**src/rtl/prg_port_sequencer.sv**
```systemverilog
// Burst WRITE / READ / FILL sequencer for the program port (port b) of the 256x8 dual-port RAM.
// Optional build macro PRG_SEQ_CHECKSUM_EN adds the chk[7:0] running byte sum output.
module prg_port_sequencer #(
    parameter int RD_LATENCY = 1
) (
    input  logic       clock,
    input  logic       reset,
    input  logic       cmd_valid,
    output logic       cmd_ready,
    input  logic [1:0] cmd_op,
    input  logic [7:0] cmd_addr,
    input  logic [7:0] cmd_len,
    input  logic [7:0] cmd_data,
    input  logic       wdata_valid,
    output logic       wdata_ready,
    input  logic [7:0] wdata,
    output logic       rdata_valid,
    input  logic       rdata_ready,
    output logic [7:0] rdata,
    output logic       prg_we,
    output logic [7:0] prg_MA,
    output logic [7:0] prg_WD,
    input  logic [7:0] prg_RD,
    output logic       busy,
    output logic       done,
    output logic       err,
`ifdef PRG_SEQ_CHECKSUM_EN
    output logic [7:0] chk,
`endif
    output logic [2:0] dbg_state
);

    localparam logic [2:0] IDLE    = 3'd0;
    localparam logic [2:0] WRITE   = 3'd1;
    localparam logic [2:0] FILL    = 3'd2;
    localparam logic [2:0] RD_WAIT = 3'd3;
    localparam logic [2:0] RD_HOLD = 3'd4;

    localparam logic [1:0] OP_WRITE = 2'b00;
    localparam logic [1:0] OP_READ  = 2'b01;
    localparam logic [1:0] OP_FILL  = 2'b10;

    // Index of the RD_WAIT cycle whose closing edge samples prg_RD.
    localparam logic [1:0] WAIT_LAST = 2'(RD_LATENCY);

    // Handshakes (all stream interfaces): a transfer happens on the rising edge where
    // valid and ready are both high; valid holds its payload stable until that edge.

    logic [2:0] r_state;
    logic [7:0] r_ptr;
    logic [7:0] r_cnt;
    logic [7:0] r_fill;
    logic [7:0] r_rdata;
    logic       r_rdata_valid;
    logic       r_done;
    logic       r_err;
    logic [1:0] r_wait;

    logic w_accept;
    logic w_wr_hs;
    logic w_rd_hs;
    logic w_rd_cap;
    logic w_adv;
    logic w_last;

    assign w_accept = cmd_valid & (r_state == IDLE);
    assign w_wr_hs  = (r_state == WRITE) & wdata_valid;
    assign w_rd_hs  = (r_state == RD_HOLD) & rdata_ready;
    assign w_rd_cap = (r_state == RD_WAIT) & (r_wait == WAIT_LAST);
    // Every byte-consuming event advances the same pointer/count pair.
    assign w_adv    = w_wr_hs | (r_state == FILL) | w_rd_hs;
    assign w_last   = (r_cnt == 8'd0);

    assign cmd_ready   = (r_state == IDLE);
    assign busy        = (r_state != IDLE);
    assign wdata_ready = (r_state == WRITE);
    assign prg_we      = w_wr_hs | (r_state == FILL);
    assign prg_MA      = r_ptr;
    assign prg_WD      = (r_state == WRITE) ? wdata : r_fill;
    assign rdata       = r_rdata;
    assign rdata_valid = r_rdata_valid;
    assign done        = r_done;
    assign err         = r_err;
    assign dbg_state   = r_state;

    always_ff @(posedge clock or posedge reset) begin
        if (reset) begin
            r_state       <= IDLE;
            r_ptr         <= 8'd0;
            r_cnt         <= 8'd0;
            r_fill        <= 8'd0;
            r_rdata       <= 8'd0;
            r_rdata_valid <= 1'b0;
            r_done        <= 1'b0;
            r_err         <= 1'b0;
            r_wait        <= 2'd0;
        end else begin
            r_done <= 1'b0;
            r_err  <= 1'b0;

            if (w_accept) begin
                r_ptr  <= cmd_addr;
                r_cnt  <= cmd_len;
                r_fill <= cmd_data;
                r_wait <= 2'd0;
                case (cmd_op)
                    OP_WRITE: r_state <= WRITE;
                    OP_READ:  r_state <= RD_WAIT;
                    OP_FILL:  r_state <= FILL;
                    default: begin
                        r_done <= 1'b1;
                        r_err  <= 1'b1;
                    end
                endcase
            end

            if (r_state == RD_WAIT) begin
                if (w_rd_cap) begin
                    r_rdata       <= prg_RD;
                    r_rdata_valid <= 1'b1;
                    r_state       <= RD_HOLD;
                end else begin
                    r_wait <= r_wait + 2'd1;
                end
            end

            if (w_rd_hs) begin
                r_rdata_valid <= 1'b0;
                r_wait        <= 2'd0;
                if (!w_last) begin
                    r_state <= RD_WAIT;
                end
            end

            if (w_adv) begin
                if (w_last) begin
                    r_state <= IDLE;
                    r_done  <= 1'b1;
                end else begin
                    r_ptr <= r_ptr + 8'd1;
                    r_cnt <= r_cnt - 8'd1;
                end
            end

            if (r_state > RD_HOLD) begin
                r_state <= IDLE;
            end
        end
    end

`ifdef PRG_SEQ_CHECKSUM_EN
    logic [7:0] r_chk;

    // Written bytes are summed as they hit the RAM, read bytes as they are captured.
    always_ff @(posedge clock or posedge reset) begin
        if (reset) begin
            r_chk <= 8'd0;
        end else if (w_accept) begin
            r_chk <= 8'd0;
        end else if (prg_we) begin
            r_chk <= r_chk + prg_WD;
        end else if (w_rd_cap) begin
            r_chk <= r_chk + prg_RD;
        end
    end

    assign chk = r_chk;
`endif

endmodule

```
**config.mk**
```make
export PLATFORM = sky130hd
export DESIGN_NAME = prg_port_sequencer
export DESIGN_NICKNAME = d
export VERILOG_FILES = /design/src/rtl/prg_port_sequencer.sv
export SDC_FILE = /design/constraint.sdc
export NUM_CORES = 1
export LEC_CHECK = 0
export CORE_UTILIZATION = 45
export CTS_BUF_LIST = sky130_fd_sc_hd__clkbuf_8
export CTS_CLUSTER_SIZE = 40
export DETAILED_ROUTE_END_ITERATION = 12
export PLACE_DENSITY = 0.8
export RECOVER_POWER = 100
export SETUP_SLACK_MARGIN = 0.02
export SYNTH_ARGS = -nofsm -noshare
export SYNTH_HDL_FRONTEND = slang
export SYNTH_SLANG_ARGS = --single-unit
```
**constraint.sdc**
```tcl
create_clock -name clock -period 3.9 [get_ports clock]
set_input_delay 0.39 -clock clock [delete_from_list [all_inputs] [get_ports clock]]
set_output_delay 0.39 -clock clock [all_outputs]
set_load 0.01 [all_outputs]
```
==> results of run 1 <==
[registers in the layout, indices dropped and copies added (netlist names)]
signal / cells
dbg_state: 3
prg_MA: 8
r_fill: 8
done: 1
rdata: 8
r_wait: 2
err: 1
r_cnt: 8
rdata_valid: 1
[path summary, 6_finish.rpt]
check	start	to	cells after the start
setup / recovery	dbg_state[0]	prg_WD[0]	4
hold / removal	r_fill[0]	r_fill[0]	2
setup reg to reg	dbg_state[1]	prg_MA[5]	4
hold reg to reg	r_fill[0]	r_fill[0]	2
max in group asynchronous	reset	prg_MA[5]	3
min in group asynchronous	reset	rdata[2]	2
[logic make-up (layout without fill, tap and decap cells)]
logic type / Yosys count / in the layout / synth area share
AOI/OAI and AO/OA: 44 / 44 / 0.155
xor gates and xnor gates: 1 / 1 / 0.00369
adders and majority gates: 7 / 7 / 0.0369
buffers and inverters: 32 / 109 / 0.0723
DFF: 40 / 40 / 0.422
muxes: 19 / 19 / 0.0897
and+or+nand+nor: 92 / 92 / 0.220
[area by class of cell]
cell class	count	area, sq um	area share
sequential	40	1000	0.310
clock inverter	3	38.8	0.0120
timing repair buffer	83	812	0.252
tap	70	87.6	0.0271
multi-input combinational	163	1150	0.357
clock buffer	5	68.8	0.0213
inverter	18	67.6	0.0209
[power by group through the flow]
stage / sequential [mW] / clock, mW / combinational (mW)
floorplan: 0.786 / 0 / 0.847
global placement: 0.792 / 0 / 1.25
detailed placement: 0.797 / 0 / 1.29
CTS: 0.795 / 0.340 / 1.29
global route: 0.822 / 0.358 / 1.30
finish: 0.787 / 0.333 / 1.19
[per-layer routing]
layer	GRT usage	up-vias	routed length [um]
li1	-	979	-
met1	0.260	965	2330
met2	0.367	53	2730
met3	0.0528	12	276
met4	0.0566	0	86
met5	0	-	0
[Yosys cell counts (all sizes together) (2+ instances only)]
library cell / n / area share
dfrtp: 40 / 0.42
nand2: 36 / 0.058
inv: 18 / 0.028
mux2: 18 / 0.085
nor2: 17 / 0.027
buf: 12 / 0.041
a21oi: 11 / 0.030
nor3: 8 / 0.024
ha: 7 / 0.037
a211oi: 6 / 0.027
a31oi: 4 / 0.011
o22ai: 4 / 0.011
or3: 4 / 0.013
and2: 3 / 0.0079
nand4: 3 / 0.0079
nor3b: 3 / 0.012
o21ai: 3 / 0.0063
o32ai: 3 / 0.019
a221o: 2 / 0.0084
a221oi: 2 / 0.010
a31o: 2 / 0.0074
and4bb: 2 / 0.011
clkbuf: 2 / 0.0032
nand2b: 2 / 0.0053
o211ai: 2 / 0.0063
or2: 2 / 0.0063
[metrics by stage]
step / cell area, sq um / cells / hold WS, ps
CTS: 3290 / 382 / 482
detailed placement: 3180 / 374 / 462
finish: 3230 / 382 / 479
global route: 3230 / 382 / 511
global placement: 3180 / 374 / 460
floorplan: 2370 / 235 / 442
[worst max-delay path: stages (launching register included)]
cell and delay, ps:
dfrtp_1 610, nor3b_1 250, clkbuf_1 420, mux2_2 390, dlygate4sd3_1 610
==> impl_metrics.yaml, run 1 <==
power_and_ir_drop:
  switching_share: 0.384
  cellLeakagePower_nw: 1.40
  ir_drop_uv: 281
  power_frac_clock: 0.145
  p_per_area_nw_per_um2: 715
  p_total_mw: 2.31
  switchingPower_mw: 0.887
  intPower_mw: 1.42
  power_frac_seq: 0.341
  power_frac_comb: 0.514
clock_tree:
  cts_buffers: 5
  clk_pin_slew_ps: 80
  root_buffer: "clkbuf_8"
  max-clock-path-buffers: 2
  cts-resized-gates: 0
  cts_tree: "done"
  ctsHoldBuffers: 0
  htree_levels: 2
  insertion_delay_ps: 290
  cts_setup_buffers: 0
  cts.sinks: 40
setup_path:
  cp-start-kind: "flop"
  required_ps: 3510
  cp-end-kind: "output pin"
  worstPathArrival_ps: 2570
  rrSetupSlack_ps: 1100
  cp_max_fo: 15
  path_class: "reg -> out"
global_routing:
  track_usage: 0.211
  grt_pass1_wl_um: 8800
  grt_max_degree: 27
  gr-total-overflow: 0
  antenna_found_initial: 0
  grt_pass1_vias: 1867
finish:
  final_common_cell: "clkdlybuf4s50_1"
  fin_nets: 365
  final_util: 0.636
  fillCellCount: 453
  layout_common_cells: "clkdlybuf4s50_1 (46), dfrtp_1 (40), nand2_1 (35)"
  antenna_cells: 0
  drive_gt1_frac: 0.131
  area_growth_pct: 36.1
floorplan:
  rows: 26
  die_w_um: 74.6
  die_area_sq_um: 5560
  core-area_sq_um: 5070
  start_util: 0.467
  fp.dieH_um: 74.6
  ios: 81
timing:
  slew_violations: 0
  final-hold-violation-count: 0
  clock_skew_ps: 8.37
  setup_tns_ps: 0
  rsz0062_at_grt: "no"
  min_period_ps: 2960
  slew_headroom: 0.0480
  tightest_slew_ps: 1430
  worst_slack_ps: 941
  post-route-period-util: 0.759
  setup_viol: 0
  max_freq_mhz: 338
drt:
  finalWirelength_um: 5430
  vias_per_cell: 5.26
  drt_first_iter_violations: 188
  ant_nets: 0
  drc: 0
  vias: 2009
  wl_per_cell_um: 14.2
  first_pass_iters: 6
yosys:
  ys_types: 61
  synth_edf_count: 0
  ys_seq_area_frac: 0.422
  synthFlopType: "dfrtp_1"
  yosysWarningCount: 0
  synth_area_per_cell_sq_um: 10.1
  synth_area_sq_um: 2370
  synthCells: 235
  async_flop_share: 1.00
  syn_nets: 289
  ys_seq_elements: 40
placement:
  hpwl_um: 3790
  io_buffers: 80
  place_ws_ps: 1280
  place_congestion: 0.769
status:
  status: "finished clean"
job:
  maxCapViolations: 0
worst_hold_path:
  hp-class: "reg -> reg"
Power figures use the tool's default switching activity.
==> inputs of run 2 (changes only) <==
- clock period: 3.9 -> 3 ns (I/O delays scaled with it)
==> impl_metrics.yaml, run 2 (same netlist as run 1, synthesis figures left out) <==
setup_path:
  rr_worst_depth: 4
  r2r_start: "dbg_state[1]"
  path_class: "reg -> out"
  cp-start-kind: "flop"
  reg2reg_to: "prg_MA[0]"
  cp-end-kind: "output pin"
  required_ps: 2700
  rrSetupSlack_ps: 390
  worstPathArrival_ps: 2360
  cp_max_fo: 15
job:
  maxCapViolations: 0
floorplan:
  die_w_um: 74.6
  core-area_sq_um: 5070
  start_util: 0.467
  rows: 26
  ios: 81
  die_area_sq_um: 5560
  fp.dieH_um: 74.6
drt:
  wl_per_cell_um: 14.3
  ant_nets: 0
  finalWirelength_um: 5530
  vias: 2032
  vias_per_cell: 5.25
  first_pass_iters: 4
  drt_first_iter_violations: 182
  drc: 0
clock_tree:
  cts_buffers: 5
  cts.sinks: 40
  ctsHoldBuffers: 0
  cts_tree: "done"
  max-clock-path-buffers: 2
  clk_pin_slew_ps: 70
  cts-resized-gates: 0
  htree_levels: 2
  insertion_delay_ps: 290
  cts_setup_buffers: 0
  root_buffer: "clkbuf_8"
global_routing:
  grt_pass1_vias: 2044
  track_usage: 0.220
  gr-total-overflow: 0
  grt_max_degree: 27
  antenna_found_initial: 0
  grt_pass1_wl_um: 9220
worst_hold_path:
  hp-class: "reg -> reg"
  hold_path.startpoint: "r_fill[2]"
  hold_path_depth: 2
  worstHoldEndpoint: "r_fill[2]"
power_and_ir_drop:
  cellLeakagePower_nw: 1.42
  p_per_area_nw_per_um2: 915
  ir_drop_uv: 456
timing:
  slew_headroom: 0.205
  clock_skew_ps: 3.63
  post-route-period-util: 0.887
  tightest_slew_ps: 1180
  slew_violations: 0
  setup_viol: 0
  max_freq_mhz: 376
  min_period_ps: 2660
  setup_tns_ps: 0
  final-hold-violation-count: 0
  rsz0062_at_grt: "no"
finish:
  multi_input_area_sq_um: 1150
  drive_gt1_frac: 0.129
  final_cells: 387
  antenna_cells: 0
  final_common_cell: "clkdlybuf4s50_1"
  area_growth_pct: 36.8
  layout_common_cells: "clkdlybuf4s50_1 (46), dfrtp_1 (40), nand2_1 (35)"
  fillCellCount: 458
  register_area_sq_um: 1000
  fin_nets: 370
placement:
  io_buffers: 80
  hpwl_um: 4050
  placedCellCount: 379
  place_congestion: 0.796
status:
  status: "finished clean"
[run 2: changes by cell type in the layout (fill, tap and decap cells not counted), sizes merged]
cell and delta:
clkinv -1, buf +4, inv +1, bufinv -1
clkbuf +2
[run 2: power breakdown]
group          switching (mW)  internal [mW]
Combinational           0.749          0.843
Clock                   0.178          0.181
Sequential              0.229          0.788
Total                    1.16           1.81
[run 2: worst max path at each step]
stage               cells past startpoint    startpoint         to
floorplan                               9      r_cnt[0]   r_cnt[5]
global placement                        5   rdata_ready  prg_MA[5]
detailed placement                      5   rdata_ready  prg_MA[5]
CTS                                     4  dbg_state[0]  prg_WD[6]
global route                            4  dbg_state[0]  prg_WD[0]
finish                                  4  dbg_state[0]  prg_WD[6]
[run 2: through the flow]
stage               power (mW)  hold WS (ps)  area (sq um)  setup WS (ps)  utilization
detailed placement        2.76           459          3220            603        0.634
global route              3.22           506          3240            173        0.639
floorplan                 2.12           405          2370           1120            -
finish                    2.97           482          3240            338        0.639
global placement          2.70           460          3220            640        0.634
CTS                       3.14           405          3310            407        0.651
[run 2: worst max-delay path, cell delays in order (launching register included)]
cell and delay (ps):
dfrtp_1 620, nor3b_1 280, buf_4 220, mux2_2 340, dlygate4sd3_1 610
[run 2: metal layers]
metal | share of wire | vias up | track usage
met4 | 0.016 | 0 | 0.0943
met1 | 0.44 | 967 | 0.277
met2 | 0.49 | 60 | 0.359
li1 | - | 996 | -
met3 | 0.052 | 9 | 0.0556
met5 | 0 | - | 0
[run 2: layout make-up]
| type | instances | share of cell area |
|---|---|---|
| inverters | 18 | 0.0208 |
| well taps | 70 | 0.0270 |
| repair buffers | 88 | 0.261 |
| flip-flops and latches | 40 | 0.309 |
| clock inverters | 2 | 0.00231 |
| clock buffers | 6 | 0.0255 |
| multi-input cells | 163 | 0.355 |
==> RTL change 1 (config.mk and constraints of run 2) <==
Build with the macro `PRG_SEQ_CHECKSUM_EN` defined.
--- a/src/rtl/prg_port_sequencer.sv
+++ b/src/rtl/prg_port_sequencer.sv
@@ -2,2 +2,4 @@
 // Optional build macro PRG_SEQ_CHECKSUM_EN adds the chk[7:0] running byte sum output.
+`define PRG_SEQ_CHECKSUM_EN
+
 module prg_port_sequencer #(
Formal check against the unedited RTL (old outputs only; new: chk): equivalent (equiv_simple and equiv_induct, registers matched by name and starting in step).
==> RTL change 1 against run 2 <==
The flow now finishes with violations (max-capacitance violations, max-slew violations); die area increased by 20%; total power increased by 50%; sequential cell count increased by 8; area after synthesis increased by 20%; setup slack got worse by 260 ps; design area increased by 22%; cell count increased by 24%; wire length increased by 40%; critical endpoint is now chk[6]$_DFFE_PP0P_; largest cell class unchanged.
==> RTL change 1: results (changes against run 2) <==
| Metric | Value |
|---|---|
| Later-pin clock latency in the skew report | `310 ps (was 290 ps)` |
| Largest stage delay on the critical path | `430 ps (was 620 ps)` |
| Post-CTS setup buffer count | `1 (was 0)` |
| Hold WS | `491 ps (was 482 ps)` |
| Worst Skew | `4.97 ps (was 3.63 ps)` |
| CTS clock-pin slew for the worst setup and hold paths | `90 ps (was 70 ps)` |
| R2R cell count | `13 (was 4)` |
| Mapped Nets | `373 (was 289)` |
| First-pass GRT wire length | `12.1 mm (was 9.22 mm)` |
| Max Slew Vio Count | `49 (was 0)` |
| Family with the most delay on the worst path | `simple AND/OR/NAND/NOR gates (was buffers and inverters)` |
| Max capacitance violation total | `1 (was 0)` |
| Final net count | `466 (was 370)` |
| Outcome | `complete, but fails checks (was completed)` |
| Synth top cells by count | `nand2_1, dfrtp_1, nor2_1 (was dfrtp_1, nand2_1, inv_1, mux2_2, nor2_1)` |
| Worst setup path endpoint | `chk[6]$_DFFE_PP0P_ (was prg_WD[6])` |
| Proportion of layout cells with a drive suffix above 1 | `11.9% (was 12.9%)` |
| Cts repair resizes | `1 (was 0)` |
| Initial DRC count | `126 (was 182)` |
| Critical path origin | `dbg_state[2]$_DFF_PP0_ (was dbg_state[0]$_DFF_PP0_)` |
| Worst EP arrival | `3120 ps (was 2360 ps)` |
| Failing checks | `max-capacitance violations, max-slew violations` |
| H-tree lvl count | `2 (unchanged)` |
| TritonRoute pass-1 iters | `4 (unchanged)` |
| CP max stage cell | `or3b_4 (was dfrtp_1)` |
| VDD IR max | `671 uV (was 456 uV)` |
| Synth area leaders | `dfrtp_1, nand2_1, ha_1, mux2_2, a21oi_1 (was dfrtp_1, mux2_2, nand2_1, ha_1, inv_1)` |
| Yosys cell types | `56 (was 61)` |
| R2R setup slack | `80 ps (was 390 ps)` |
| Worst Max-Slew Pin Slew | `1850 ps (was 1180 ps)` |
| WL/cell | `16.1 um (was 14.3 um)` |
| Std cell rows | `28 (was 26)` |
| Sequential cell area fraction in the yosys report | `42.0% (was 42.2%)` |
| DP Wirelength | `5.65 mm (was 4.05 mm)` |
| CP Max Fanout | `3 (was 15)` |
| P_leak | `1.79 nW (was 1.42 nW)` |
| IO Port Bufs | `88 (was 80)` |
| Ant diodes | `0 (unchanged)` |
| Largest net degree at the start of global routing | `49 (was 27)` |
| Hold Path End | `r_fill[2]$_DFFE_PP0N_ (unchanged)` |
| Vias in the first global route | `2584 (was 2044)` |
| GRT Total Usage | `24.2% (was 22.0%)` |
| DR vias | `2655 (was 2032)` |
| RD Place Congestion | `0.889 (was 0.796)` |
## RTL change 1: cell types whose count changed after synthesis, sizes merged, moves of 5 or more
| cell | before | now |
|---|---|---|
| ha | 7 | 14 |
| nor2 | 17 | 23 |
| dfrtp | 40 | 48 |
| buf | 12 | 7 |
| a211oi | 6 | 1 |
| o21ai | 3 | 14 |
| nand2 | 36 | 62 |
| a21oi | 11 | 23 |
## RTL change 1: metal layers
layer	share of wire [%]	wire length [um]	GRT usage (%)	up-vias
met1	42	3270	30.4	1266
met3	7.1	551	6.00	17
met2	48	3710	40.1	98
met5	0	0	0	-
li1	-	-	-	1274
met4	2.4	189	9.47	0
## RTL change 1: logic make-up after synthesis
family                   count (synthesis)  share of synthesized area [%]
AO/OA/AOI/OAI                           73                           18.0
buffers and inverters                   32                           5.04
AND/OR/NAND/NOR                        125                           21.2
flip-flops                              48                           42.0
multiplexers                            15                           5.91
XOR/XNOR                                 3                          0.920
adder cells (fa/ha/maj)                 15                           6.83
## RTL change 1: per-stage QoR
step	setup WS (ps)	area (um2)	std cells	utilization, %	power (W)
4_1_cts	34.7	3960	480	65.7	0.00454
2_1_floorplan	-7.35	2880	311	-	0.00299
3_5_place_dp	-93.0	3840	471	63.8	0.00404
5_1_grt	-19.0	3950	480	65.6	0.00480
6_report	82.4	3950	480	65.6	0.00444
3_3_place_gp	-9.25	3840	471	63.8	0.00396
## RTL change 1: cell type report
type                    instances  area (um2)
fillers                       485        2070
multi-input cells             231        1530
flip-flops and latches         48        1200
repair buffers                 99         950
well taps                      75        93.8
inverters                      19        76.3
clock buffers                   5        68.8
clock inverters                 3        38.8
## RTL change 1: power by group
part	switching [W]	internal, W	leakage [nW]
combinational	0.00144	0.00135	1.16
clock	0.000223	0.000244	0.0593
sequential	0.000232	0.000953	0.570
==> RTL change 2 (settings of run 2) <==
Without the edit above. Register the output `err` once more; this adds one clock of latency there. The other outputs are not delayed to match.
--- a/src/rtl/prg_port_sequencer.sv
+++ b/src/rtl/prg_port_sequencer.sv
@@ -82,3 +82,5 @@
     assign done        = r_done;
-    assign err         = r_err;
+    always_ff @(posedge clock) begin
+        err <= r_err;
+    end
     assign dbg_state   = r_state;
Function: changed (a bounded check fails within 4 cycles, from zero or initial values and one cycle with reset high).
==> RTL change 2 against run 2 <==
Via count down 1.3%; clock power up 4%; fmax down 0.24%; highest routed layer unchanged; count of clock-buffer cells in the layout unchanged; worst hold slack worse by 130 ps; design area about the same; setup slack worse by 6.5 ps; cell count down 0.52%; wire length down 4.3%; area after synthesis up 0.84%; sequential cell count up 1; total power down 0.49%.
==> RTL change 2: results (changes against run 2) <==
| Metric | Value |
|---|---|
| Outcome | `completed (unchanged)` |
| Worst R2R End | `prg_MA[4]$_DFF_PP0_ (was prg_MA[0]$_DFF_PP0_)` |
| Worst setup path endpoint | `prg_WD[3] (was prg_WD[6])` |
| Filler Cell Count | `444 (was 458)` |
| First-pass GRT wire length | `8.75 mm (was 9.22 mm)` |
| Post-Synth Adder-Cell Area | `3.66% (was 3.69%)` |
| R2R cell count | `5 (was 4)` |
| Hold depth | `0 (was 2)` |
| Final net count | `368 (was 370)` |
| Initial DRC count | `96 (was 182)` |
| Combinational power | `0.00154 W (was 0.00159 W)` |
| Largest net degree at the start of global routing | `41 (was 27)` |
| Relative slew slack | `23.9% (was 20.5%)` |
| P_leak | `1.41 nW (was 1.42 nW)` |
| Tot Pwr | `0.00295 W (was 0.00297 W)` |
| Vias in the first global route | `1941 (was 2044)` |
| Final wirelength | `5.30 mm (was 5.53 mm)` |
| P_sw | `0.00115 W (was 0.00116 W)` |
| Mapped Nets | `290 (was 289)` |
| RR Startpoint | `dbg_state[0]$_DFF_PP0_ (was dbg_state[1]$_DFF_PP0_)` |
| Vias per cell | `5.21 (was 5.25)` |
| Async set-reset flop share out of synthesis | `97.6% (was 100%)` |
| VDD IR max | `406 uV (was 456 uV)` |
| RD Place Congestion | `0.743 (was 0.796)` |
| Hold Path End | `err$_DFF_P_ (was r_fill[2]$_DFFE_PP0N_)` |
| Synth area leaders | `dfrtp_1, mux2_2, nand2_1, ha_1, inv_1 (unchanged)` |
| GRT Total Usage | `20.7% (was 22.0%)` |
| Post-synthesis xor/xnor area fraction | `0.366% (was 0.369%)` |
| Proportion of layout cells with a drive suffix above 1 | `13.3% (was 12.9%)` |
| Clk pwr share | `12.6% (was 12.1%)` |
| R2R setup slack | `440 ps (was 390 ps)` |
| Yosys cell types | `62 (was 61)` |
| Placed Cells | `377 (was 379)` |
==> RTL change 2: stage by stage <==
step	setup slack, ps	area (um2)	utilization [%]
after detailed placement	611	3210	62.9
after floorplan	1120	2390	-
final	332	3240	63.5
after CTS	405	3300	64.7
after global routing	248	3240	63.5
after global placement	643	3210	62.9
==> RTL change 2: cell type report <==
class,instances,area (um2),share of cell area [%]
inverter,18,67.6,2.08
clock buffer,6,82.6,2.55
sequential,41,1020,31.5
multi-input combinational,163,1150,35.5
tap,70,87.6,2.70
clock inverter,2,7.51,0.231
timing repair buffer,85,827,25.5
==> RTL change 2: critical path, stage by stage, from the launching register on <==
cell and delay [ps]:
dfrtp_1 610, nor3b_1 280, buf_4 220, mux2_2 350
dlygate4sd3_1 600
==> RTL change 2: routing by layer <==
metal,global-route usage (%),vias to the layer above,part of all wire (%)
li1,-,992,-
met1,26.2,957,45
met2,35.2,48,49
met3,4.28,8,4.3
met4,7.55,0,1.6
met5,0,-,0
